## src/rtl/entropy_cbc_mac_feeder.sv

```systemverilog
// Packs raw entropy samples into one message, issues a single CBC-MAC request and
// forwards the returned MAC downstream on a valid/ready port.
module entropy_cbc_mac_feeder #(
   parameter int DATA_WIDTH     = 256,
   parameter int RAW_WIDTH      = 8,
   parameter int TIMEOUT_CYCLES = 1024
) (
   input  logic                  clk,
   input  logic                  rst_n,
   input  logic                  raw_valid_i,
   input  logic [RAW_WIDTH-1:0]  raw_data_i,
   output logic                  raw_ready_o,
   input  logic [127:0]          key_i,
   output logic                  mac_start_o,
   output logic [127:0]          mac_key_o,
   output logic [DATA_WIDTH-1:0] mac_message_o,
   input  logic                  mac_done_i,
   input  logic [DATA_WIDTH-1:0] mac_i,
   output logic                  out_valid_o,
   output logic [DATA_WIDTH-1:0] out_data_o,
   input  logic                  out_ready_i,
   output logic                  busy_o,
   output logic                  timeout_o
);

   localparam int SAMPLES = DATA_WIDTH / RAW_WIDTH;
   localparam int CNT_W   = (SAMPLES > 1) ? $clog2(SAMPLES) : 1;
   localparam int TMO_W   = $clog2(TIMEOUT_CYCLES);
   localparam logic [CNT_W-1:0] LAST_SAMPLE = CNT_W'(SAMPLES - 1);
   localparam logic [TMO_W-1:0] TMO_LAST    = TMO_W'(TIMEOUT_CYCLES - 1);

   typedef enum logic [1:0] {
      ST_COLLECT = 2'd0,
      ST_START   = 2'd1,
      ST_WAIT    = 2'd2,
      ST_HOLD    = 2'd3
   } state_e;

   state_e                state_q,     state_d;
   logic [CNT_W-1:0]      cnt_q,       cnt_d;
   logic [TMO_W-1:0]      tmo_q,       tmo_d;
   logic [DATA_WIDTH-1:0] msg_q,       msg_d;
   logic [127:0]          key_q,       key_d;
   logic [DATA_WIDTH-1:0] out_data_q,  out_data_d;
   logic                  out_valid_q, out_valid_d;
   logic                  timeout_q,   timeout_d;
   logic                  start_q,     start_d;
   logic                  ready_q,     ready_d;
   logic                  busy_q,      busy_d;
   logic                  accept_s;

   // Next-state and datapath updates; all outputs are derived from the next state so they register cleanly.
   always_comb begin
      state_d     = state_q;
      cnt_d       = cnt_q;
      tmo_d       = tmo_q;
      msg_d       = msg_q;
      key_d       = key_q;
      out_data_d  = out_data_q;
      out_valid_d = out_valid_q;
      timeout_d   = timeout_q;
      accept_s    = 1'b0;

      case (state_q)
         ST_COLLECT: begin
            // ready_q is low for the first cycle after reset, so it gates acceptance too
            accept_s = raw_valid_i && ready_q;
            for (int k = 0; k < SAMPLES; k++) begin
               if (accept_s && (cnt_q == CNT_W'(k))) begin
                  msg_d[k*RAW_WIDTH +: RAW_WIDTH] = raw_data_i;
               end else begin
                  msg_d[k*RAW_WIDTH +: RAW_WIDTH] = msg_q[k*RAW_WIDTH +: RAW_WIDTH];
               end
            end
            if (accept_s) begin
               if (cnt_q == LAST_SAMPLE) begin
                  cnt_d   = {CNT_W{1'b0}};
                  key_d   = key_i;
                  state_d = ST_START;
               end else begin
                  cnt_d   = cnt_q + CNT_W'(1);
               end
            end else begin
               cnt_d = cnt_q;
            end
         end
         ST_START: begin
            tmo_d   = {TMO_W{1'b0}};
            state_d = ST_WAIT;
         end
         ST_WAIT: begin
            if (mac_done_i) begin
               out_data_d  = mac_i;
               out_valid_d = 1'b1;
               state_d     = ST_HOLD;
            end else if (tmo_q == TMO_LAST) begin
               timeout_d = 1'b1;
               state_d   = ST_COLLECT;
            end else begin
               tmo_d = tmo_q + TMO_W'(1);
            end
         end
         ST_HOLD: begin
            if (out_ready_i) begin
               out_valid_d = 1'b0;
               state_d     = ST_COLLECT;
            end else begin
               out_valid_d = 1'b1;
            end
         end
         default: begin
            state_d = ST_COLLECT;
         end
      endcase

      start_d = (state_d == ST_START);
      ready_d = (state_d == ST_COLLECT);
      busy_d  = (state_d != ST_COLLECT);
   end

   // State and output registers with synchronous active-low reset.
   always_ff @(posedge clk) begin
      if (!rst_n) begin
         state_q     <= ST_COLLECT;
         cnt_q       <= {CNT_W{1'b0}};
         tmo_q       <= {TMO_W{1'b0}};
         msg_q       <= {DATA_WIDTH{1'b0}};
         key_q       <= 128'd0;
         out_data_q  <= {DATA_WIDTH{1'b0}};
         out_valid_q <= 1'b0;
         timeout_q   <= 1'b0;
         start_q     <= 1'b0;
         ready_q     <= 1'b0;
         busy_q      <= 1'b0;
      end else begin
         state_q     <= state_d;
         cnt_q       <= cnt_d;
         tmo_q       <= tmo_d;
         msg_q       <= msg_d;
         key_q       <= key_d;
         out_data_q  <= out_data_d;
         out_valid_q <= out_valid_d;
         timeout_q   <= timeout_d;
         start_q     <= start_d;
         ready_q     <= ready_d;
         busy_q      <= busy_d;
      end
   end

   assign raw_ready_o   = ready_q;
   assign mac_start_o   = start_q;
   assign mac_key_o     = key_q;
   assign mac_message_o = msg_q;
   assign out_valid_o   = out_valid_q;
   assign out_data_o    = out_data_q;
   assign busy_o        = busy_q;
   assign timeout_o     = timeout_q;

endmodule

```

## config.mk

```make
export PLATFORM = sky130hd
export DESIGN_NAME = entropy_cbc_mac_feeder
export DESIGN_NICKNAME = d
export VERILOG_FILES = /design/src/rtl/entropy_cbc_mac_feeder.sv
export SDC_FILE = /design/constraint.sdc
export NUM_CORES = 1
export LEC_CHECK = 0
export ABC_AREA = 1
export BUFFER_PORTS_ARGS = -buffer_cell sky130_fd_sc_hd__buf_2
export CELL_PAD_IN_SITES_DETAIL_PLACEMENT = 1
export CELL_PAD_IN_SITES_GLOBAL_PLACEMENT = 2
export CORE_AREA = 4 4 406 408
export DETAILED_ROUTE_END_ITERATION = 12
export DIE_AREA = 0 0 410 412
export PLACE_DENSITY = 0.53
export SYNTH_ARGS = -nofsm -noshare
export SYNTH_HDL_FRONTEND = slang
export SYNTH_SLANG_ARGS = --single-unit
export TNS_END_PERCENT = 20
```

## constraint.sdc

```tcl
create_clock -name clk -period 2.75 [get_ports clk]
set_input_delay 0.4125 -clock clk [delete_from_list [all_inputs] [get_ports clk]]
set_output_delay 0.4125 -clock clk [all_outputs]
set_load 0.02 [all_outputs]
```

==> run summary, run 1 <==
Minimum clock period = 2.271 ns
Most frequent cells in the layout = buf_2 (1039), nor2_1 (804), dfxtp_1 (662), o21ai_0 (387), dlygate4sd3_1 (364)
Worst setup EP type = flop
Crit share post-route = 82.59%
Router iterations before antenna repair = 5
Post-Place Worst Slack = 0.4680 ns
DR vias/cell = 3.965
VDD IR max = 0.4245 mV
Area Growth Syn to Fin = 59.65%
Post-CTS setup repair buffer count = 0
Final setup fails = 0
Drt total wl = 145.4 mm
Worst slew margin = 54.80%
Crit path launch type = flop
Reg2Reg Launch Point = cnt_q[0]
Sequential area share after synthesis = 55.18%
Clock sinks = 662
DRC = 0
WP data required = 3.37 ns
HPWL Detailed = 106.7 mm
Max-Cap Viols = 0
Reg2reg path depth = 10
Clock Path Buffers = 3
Gate Count Post-Synth = 3045
Slew @ Worst Pin = 0.6781 ns
NumNets Final = 4777
Post-CTS sizing = 0
Unrepaired setup endpoints after global routing = false
CP arrival = 2.89 ns
Total CTS buffers = 89
Critical Path End = mac_key_o[105]
First-pass GRT wire length = 204.1 mm
Core Rows = 148
Worst setup path startpoint = cnt_q[0]
CTS tree = built
Root Driver = clkbuf_16
PwrDens = 597.2 nW/um^2
R2r endpoint = mac_key_o[105]
Non-Filler Instances = 6636
Placed insts = 6093
Pin count of the biggest net entering global routing = 141
Commonest non-fill, non-tap cell in the layout = buf_2
Die W = 410 um
Layout Utilization = 23.72%
Crit path kind = reg -> reg
Placed Area = 31680 sq um
Vias in the first global route = 27010
Hold_buf cts = 364
Worst-path maximum fanout = 51
Lkg Pwr = 17.80 nW
Post-Syn Nets = 3449
Fmax = 440.3 MHz
Synth warn = 0
Final Skew = 0.03887 ns
Chip height = 412 um
I/O pin total = 1042
Clock latency on the worst-skew pair = 0.67 ns
Setup ws final = 0.4787 ns
Internal reg-to-reg setup slack = 0.48 ns
Remaining Overflow, GRT = 0
Max-slew violations = 0
H-tree levels = 3
All-Layer GR Usage = 16.31%
Vias = 26310
Iter 0 DRT Violations = 1341
Status = complete, no violations
Post-synth cell types = 25
Final antenna-violating net count = 0
Mapped cell area = 24020 sq um
Syn Area/Cell = 7.888 sq um
Initial antenna violation count = 35
Share of cells above drive strength 1 = 29.02%
DIE AREA = 168900 sq um
Placeable core area = 161700 sq um
Initial Util = 14.86%
Routability cong. = 0.8225
WL/cell = 21.91 um
HP Class = in -> reg
Yosys reg bits = 662
Post-route cell area = 38350 sq um
Setup TNS = 0 ns
Reg clk slew, reported paths = 0.06 ns
I/O Buffers = 1041
Final Hold Violating Endpoints = 0
worst min-delay path by stage:
| stage | depth (start not counted) | endpoint | startpoint | slack [ns] |
|---|---|---|---|---|
| after floorplan | 1 | tmo_q[0] | tmo_q[0] | 0.46 |
| after global placement | 2 | timeout_o | timeout_o | 0.44 |
| after detailed placement | 2 | out_data_o[189] | out_data_o[189] | 0.45 |
| after CTS | 4 | state_q[1] | out_ready_i | 0.001 |
| after global routing | 4 | state_q[1] | out_ready_i | 0.04 |
| final | 3 | out_data_o[32] | mac_i[32] | 0.1 |
power breakdown:
group | switching, mW | internal [mW] | total (mW) | leakage, nW
clock | 4.90 | 6.98 | 11.9 | 1.46
combinational | 0.735 | 0.642 | 1.38 | 11.0
sequential | 0.0183 | 9.62 | 9.64 | 5.33
total | 5.66 | 17.2 | 22.9 | 17.8
stage by stage:
| step | hold slack (ns) | total power, mW |
|---|---|---|
| after floorplan | 0.4590 | 10.18 |
| after global placement | 0.4448 | 10.76 |
| after detailed placement | 0.4509 | 10.76 |
| after CTS | 0.001189 | 23.44 |
| after global routing | 0.04002 | 23.89 |
| final | 0.09689 | 22.90 |
synthesized netlist by cell type (all sizes together):
cell type / count / share of area, %
nor2: 838 / 15
nor3: 4 / 0.083
nand3: 265 / 5.5
o21ai: 391 / 8.1
a21oi: 270 / 5.6
dfxtp: 662 / 55
nand4: 4 / 0.17
a211oi: 1 / 0.031
ha: 7 / 0.36
a31oi: 1 / 0.026
inv: 78 / 1.3
clkbuf: 110 / 1.7
or2: 1 / 0.026
nand2: 309 / 4.8
buf: 104 / 2.2
routing by layer:
| layer | GRT usage (%) | wire length (um) | vias up |
|---|---|---|---|
| li1 | - | - | 12640 |
| met1 | 20.05 | 61250 | 12700 |
| met2 | 27.57 | 70000 | 756 |
| met3 | 3.984 | 8808 | 208 |
| met4 | 6.063 | 5296 | 12 |
| met5 | 0 | 65 | - |
critical path: stages (launching register included):
cell,delay (ns)
dfxtp_1,0.40
ha_1,0.23
inv_1,0.09
nor2_1,0.16
ha_1,0.17
inv_1,0.06
nor2_4,0.18
buf_12,0.26
buf_4,0.34
o21ai_0,0.14
nor2_1,0.12
kinds of logic (layout without fill, tap and decap cells):
family | after synthesis | count (layout) | share of synthesized area, %
buffers and inverters | 292 | 1689 | 5.131
AO/OA/AOI/OAI | 663 | 663 | 13.83
other | 0 | 19 | 0
adder cells (fa/ha/maj) | 7 | 7 | 0.3646
flip-flops | 662 | 662 | 55.18
AND/OR/NAND/NOR | 1421 | 1421 | 25.49
registers in the layout, indices dropped and copies added, names as in the netlist:
signal and flops:
out_data_o 256, timeout_o 1, mac_start_o 1, mac_message_o 256
busy_o 1, cnt_q 5, out_valid_o 1, mac_key_o 128
tmo_q 10, state_q 2, raw_ready_o 1
final cells by class:
type,count,area [sq um]
clock buffers,136,2665
fillers,19370,123300
clock inverters,24,305.3
multi-input cells,2091,9545
well taps,2175,2721
flip-flops and latches,662,13250
inverters,78,315.3
diodes,19,47.55
repair buffers,1451,9493
(Power assumes the default switching activity.)
==> inputs of run 2 (changes only) <==
Settings changed: CORE_AREA 4 4 406 408 to 4 4 398 400, DIE_AREA 0 0 410 412 to 0 0 402 404, PLACE_DENSITY 0.53 to 0.55.
Clock period 2.75 ns to 2.1 ns, I/O delays scaled along.
==> run 2 against run 1 <==
  * First-iteration DRC count rose by 17%
  * Cell count fell by 0.93%
  * Global-route usage up 0.25 points
  * Utilization up 1.3 points
  * Non-clock buffer count is 54 higher
  * Maximum frequency is 15% higher
  * Die area shrank 3.9%
  * Flip-flop and latch count unchanged
  * Hold slack worse by 0.014 ns
  * Sequential share of layout area is 0.46 points lower
  * Largest cell class unchanged
  * Highest routed layer unchanged
==> run summary, run 2 (same netlist as run 1, synthesis figures left out) <==
CP bufs+invs = 3
Final Skew = 0.05755 ns
Area Growth Syn to Fin = 61.81%
HPWL Detailed = 104.3 mm
WP data required = 2.63 ns
WL/cell = 21.57 um
Crit share post-route = 94.12%
Root Driver = clkbuf_16
Setup TNS = 0 ns
Final Hold Violating Endpoints = 0
Crit path kind = reg -> reg
Chip height = 404 um
Iter 0 DRT Violations = 1563
Share of cells above drive strength 1 = 29.51%
I/O Buffers = 1041
Core Rows = 145
Die W = 402 um
Most frequent cells in the layout = buf_2 (1039), nor2_1 (803), dfxtp_1 (662), o21ai_0 (387), dlygate4sd3_1 (384)
DR vias/cell = 4.043
Slew @ Worst Pin = 0.8140 ns
Final antenna-violating net count = 0
Routability cong. = 0.8217
Placed insts = 6005
DIE AREA = 162400 sq um
Non-Filler Instances = 6574
Drt total wl = 141.8 mm
First-pass GRT wire length = 200.4 mm
Remaining Overflow, GRT = 0
Reg clk slew, reported paths = 0.06 ns
Clock sinks = 662
Total CTS buffers = 89
CP arrival = 2.50 ns
Unrepaired setup endpoints after global routing = true
Placeable core area = 155300 sq um
PwrDens = 774.8 nW/um^2
Vias = 26580
Final setup fails = 0
Initial antenna violation count = 34
Minimum clock period = 1.976 ns
Crit path launch type = flop
Crit path largest cell delay = 0.36 ns
Commonest non-fill, non-tap cell in the layout = buf_2
H-tree levels = 3
HP Class = in -> reg
Worst setup EP type = flop
I/O pin total = 1042
NumNets Final = 4831
Lkg Pwr = 18.12 nW
Clock latency on the worst-skew pair = 0.69 ns
DRC = 0
Crit-path cells = inv_2 > nand4_4 > nor2_4 > inv_6 > nor2_4 > inv_1 > nor2_1 > nor2_1
Initial Util = 15.47%
Worst slew margin = 45.73%
Router iterations before antenna repair = 5
Status = complete, no violations
Fmax = 506.0 MHz
Crit-path leading delay family = simple AND/OR/NAND/NOR gates
Max-slew violations = 0
Tot Pwr = 30.11 mW
Pin count of the biggest net entering global routing = 149
Vias in the first global route = 27180
Worst-path maximum fanout = 15
CTS tree = built
Max-Cap Viols = 0
VDD IR max = 0.5035 mV
Clock Path Buffers = 3
All-Layer GR Usage = 16.56%
Slowest cell on the critical path = dfxtp_1
==> run 2: routing by layer <==
layer  up-vias  global-route usage [%]  wire length, um
met5         -                       0              135
met2       805                   27.16            65800
met3       259                   4.361             8309
met4        20                   7.519             7145
li1      12750                       -                -
met1     12740                   20.33            60400
==> run 2: worst paths after layout <==
check / slack (ns) / end / start / cells after the start
worst max-delay path: 0.12 / mac_message_o[241] / state_q[0] / 8
worst max register to register: 0.12 / mac_message_o[241] / state_q[0] / 8
worst min-delay path: 0.08 / out_data_o[66] / mac_i[66] / 3
worst min register to register: 0.46 / out_data_o[145] / out_data_o[145] / 2
==> run 2: area by class of cell <==
cell class,instances,area (sq um)
Antenna cell,19,47.55
Clock buffer,126,2517
Clock inverter,35,459.2
Fill cell,18720,116400
Inverter,78,317.8
Multi-Input combinational cell,2091,9553
Sequential cell,662,13250
Tap cell,2058,2575
Timing Repair Buffer,1505,10140
==> run 2: worst min-delay path: cells and delay by family <==
family                 cells  cell delay [ns]
AND/OR/NAND/NOR            1             0.16
buffers and inverters      1             0.13
AO/OA/AOI/OAI              1             0.09
==> run 2: repair_timing <==
item	CTS	global route
setup buffers	0	2
hold buffers	384	0
gates resized for setup	0	7
endpoints found under the setup margin	0	103
endpoints found under the hold margin	388	0
==> run 2: metrics by stage <==
stage	hold WS, ns	area [sq um]	util (%)	setup WS (ns)
after floorplan	0.4499	24020	-	0.4103
after global placement	0.4458	31880	20.53	0.09991
after detailed placement	0.4506	31880	20.53	0.08319
after CTS	0.001520	38700	24.92	0.06199
after global routing	0.02316	38840	25.01	-0.02012
final	0.08268	38860	25.03	0.1236
==> run 2: where the power goes <==
| part | leakage, nW | switching, mW | total, mW | internal [mW] |
|---|---|---|---|---|
| combinational | 11.3 | 0.978 | 1.86 | 0.884 |
| sequential | 5.33 | 0.0228 | 12.6 | 12.6 |
| clock | 1.46 | 6.36 | 15.6 | 9.27 |
==> inputs of run 3 (changes only) <==
Settings changed: CORE_AREA 4 4 398 400 to 2 2 408 410, DIE_AREA 0 0 402 404 to 0 0 410 412, PLACE_DENSITY 0.55 to 0.52.
==> run 3 against run 2 <==
  * First-iteration DRC count shrank 13%
  * Maximum frequency grew 3.8%
  * Die area grew 4.0%
  * Non-clock buffer count grew 2
  * Clock power is essentially flat
  * Global-route usage shrank 0.43 points
  * Wire length grew 0.74%
  * Worst setup slack gained 0.072 ns
  * Sequential share of layout area shrank 0.085 points
  * Total power shrank 0.60%
==> run summary, run 3 (same netlist as run 1, synthesis figures left out) <==
Unrepaired setup endpoints after global routing = true
Vias = 26360
Most frequent cells in the layout = buf_2 (1039), nor2_1 (803), dfxtp_1 (662), o21ai_0 (387), dlygate4sd3_1 (387)
DRC = 0
Cell mode on critical path = inv_1
HP Class = in -> reg
Minimum clock period = 1.904 ns
Total CTS buffers = 89
Commonest non-fill, non-tap cell in the layout = buf_2
Pin count of the biggest net entering global routing = 96
CTS tree = built
Max-Cap Viols = 0
I/O Buffers = 1041
Worst setup EP type = flop
Iter 0 DRT Violations = 1359
Chip height = 412 um
Vias in the first global route = 27050
First-pass GRT wire length = 200.8 mm
Share of cells above drive strength 1 = 29.42%
WHS Path Cells = 3
All-Layer GR Usage = 16.13%
Clock latency on the worst-skew pair = 0.68 ns
Crit share post-route = 90.67%
Routability cong. = 0.8168
Worst slew margin = 66.20%
Initial Util = 14.62%
Fmax = 525.2 MHz
Lkg Pwr = 18.11 nW
Crit-path cells = ha_2 > inv_1 > nor2_2 > ha_1 > inv_1 > nor2_4 > buf_12 > buf_4 > o21ai_0 > nor2_1
Router iterations before antenna repair = 5
WP data required = 2.71 ns
Critical hold path startpoint = raw_data_i[4]
Max-slew violations = 0
Reg clk slew, reported paths = 0.06 ns
DIE AREA = 168900 sq um
Status = complete, no violations
Clock sinks = 662
Tot Pwr = 29.93 mW
Final antenna-violating net count = 0
Remaining Overflow, GRT = 0
Root Driver = clkbuf_16
Hold WS = 0.09516 ns
VDD IR max = 0.5417 mV
DR vias/cell = 3.938
Crit path launch type = flop
Slew @ Worst Pin = 0.5071 ns
Reg2reg path depth = 10
Placed insts = 6139
Drt total wl = 142.9 mm
Worst-path maximum fanout = 13
Slowest cell on the critical path = dfxtp_1
R2r endpoint = mac_key_o[49]
Layout Utilization = 23.72%
Crit path kind = reg -> reg
WL/cell = 21.34 um
Hold path endpoint = mac_message_o[220]
PwrDens = 768.2 nW/um^2
Internal reg-to-reg setup slack = 0.20 ns
Final Skew = 0.04238 ns
Setup TNS = 0 ns
Clock Path Buffers = 3
Initial antenna violation count = 39
H-tree levels = 3
Crit path largest cell delay = 0.34 ns
Non-Filler Instances = 6694
HPWL Detailed = 105.9 mm
Core Rows = 149
Reg2Reg Launch Point = cnt_q[0]
Final setup fails = 0
NumNets Final = 4833
I/O pin total = 1042
CP arrival = 2.52 ns
Placeable core area = 164200 sq um
Final Hold Violating Endpoints = 0
Die W = 410 um
Area Growth Syn to Fin = 62.22%
run 3: cell types whose count changed in the layout (fill, tap and decap cells not counted), moves of 2 or more:
cell / previous run / this run
dlygate4sd3_1: 384 / 387
clkbuf_8: 14 / 17
inv_6: 5 / 3
clkinv_2: 16 / 19
buf_4: 45 / 42
clkinv_4: 4 / 0
buf_12: 30 / 36
diode_2: 19 / 8
bufinv_16: 7 / 5
clkbuf_16: 93 / 89
run 3: worst max-delay path, delay by kind of cell, from the launching register on:
kind            cells  cell delay [ns]
compound gates      1             0.10
flops               1             0.34
buf+inv             4             0.56
fa+ha+maj           2             0.36
simple gates        3             0.45
run 3: worst max-delay path by stage:
stage | from | to | slack (ns) | cells after the start
2_1_floorplan | cnt_q[0] | mac_message_o[248] | 0.41 | 11
3_3_place_gp | cnt_q[0] | cnt_q[1] | 0.13 | 9
3_5_place_dp | cnt_q[0] | mac_key_o[126] | 0.13 | 10
4_1_cts | cnt_q[0] | mac_key_o[126] | 0.08 | 10
5_1_grt | state_q[1] | mac_message_o[240] | -0.03 | 8
6_report | cnt_q[0] | mac_key_o[49] | 0.20 | 10
run 3: power breakdown:
part	internal [mW]	leakage (nW)	switching, mW
clock network	9.03	1.44	6.42
logic	0.890	11.3	0.981
registers	12.6	5.33	0.0217
run 3: through the flow:
stage               area (sq um)  worst slack (ns)
finish                     38960            0.1959
detailed placement         32130            0.1327
floorplan                  24020            0.4103
global placement           32130            0.1271
global route               38960          -0.02617
CTS                        38920           0.07744
run 3: metal layers:
metal | vias to the layer above | wire (um) | track usage (%)
met1 | 12560 | 60850 | 19.83
li1 | 12750 | - | -
met2 | 758 | 67080 | 26.53
met3 | 269 | 7537 | 3.654
met5 | - | 180 | 0
met4 | 30 | 7204 | 7.873
run 3: area by class of cell:
cell class                 count  area [sq um]
sequential                   662         13250
multi-input combinational   2091          9550
inverter                      78         317.8
fill                       19710        125300
clock buffer                 127          2530
clock inverter                32         385.4
antenna                        8         20.02
timing repair buffer        1507         10170
tap                         2189          2739
run 3: timing repair:
| item | in CTS | in global routing |
|---|---|---|
| setup buffers | 0 | 1 |
| endpoints found under the setup margin | 0 | 107 |
| resized for setup | 0 | 4 |
| hold buffers | 387 | 0 |
| hold endpoints to repair | 392 | 0 |
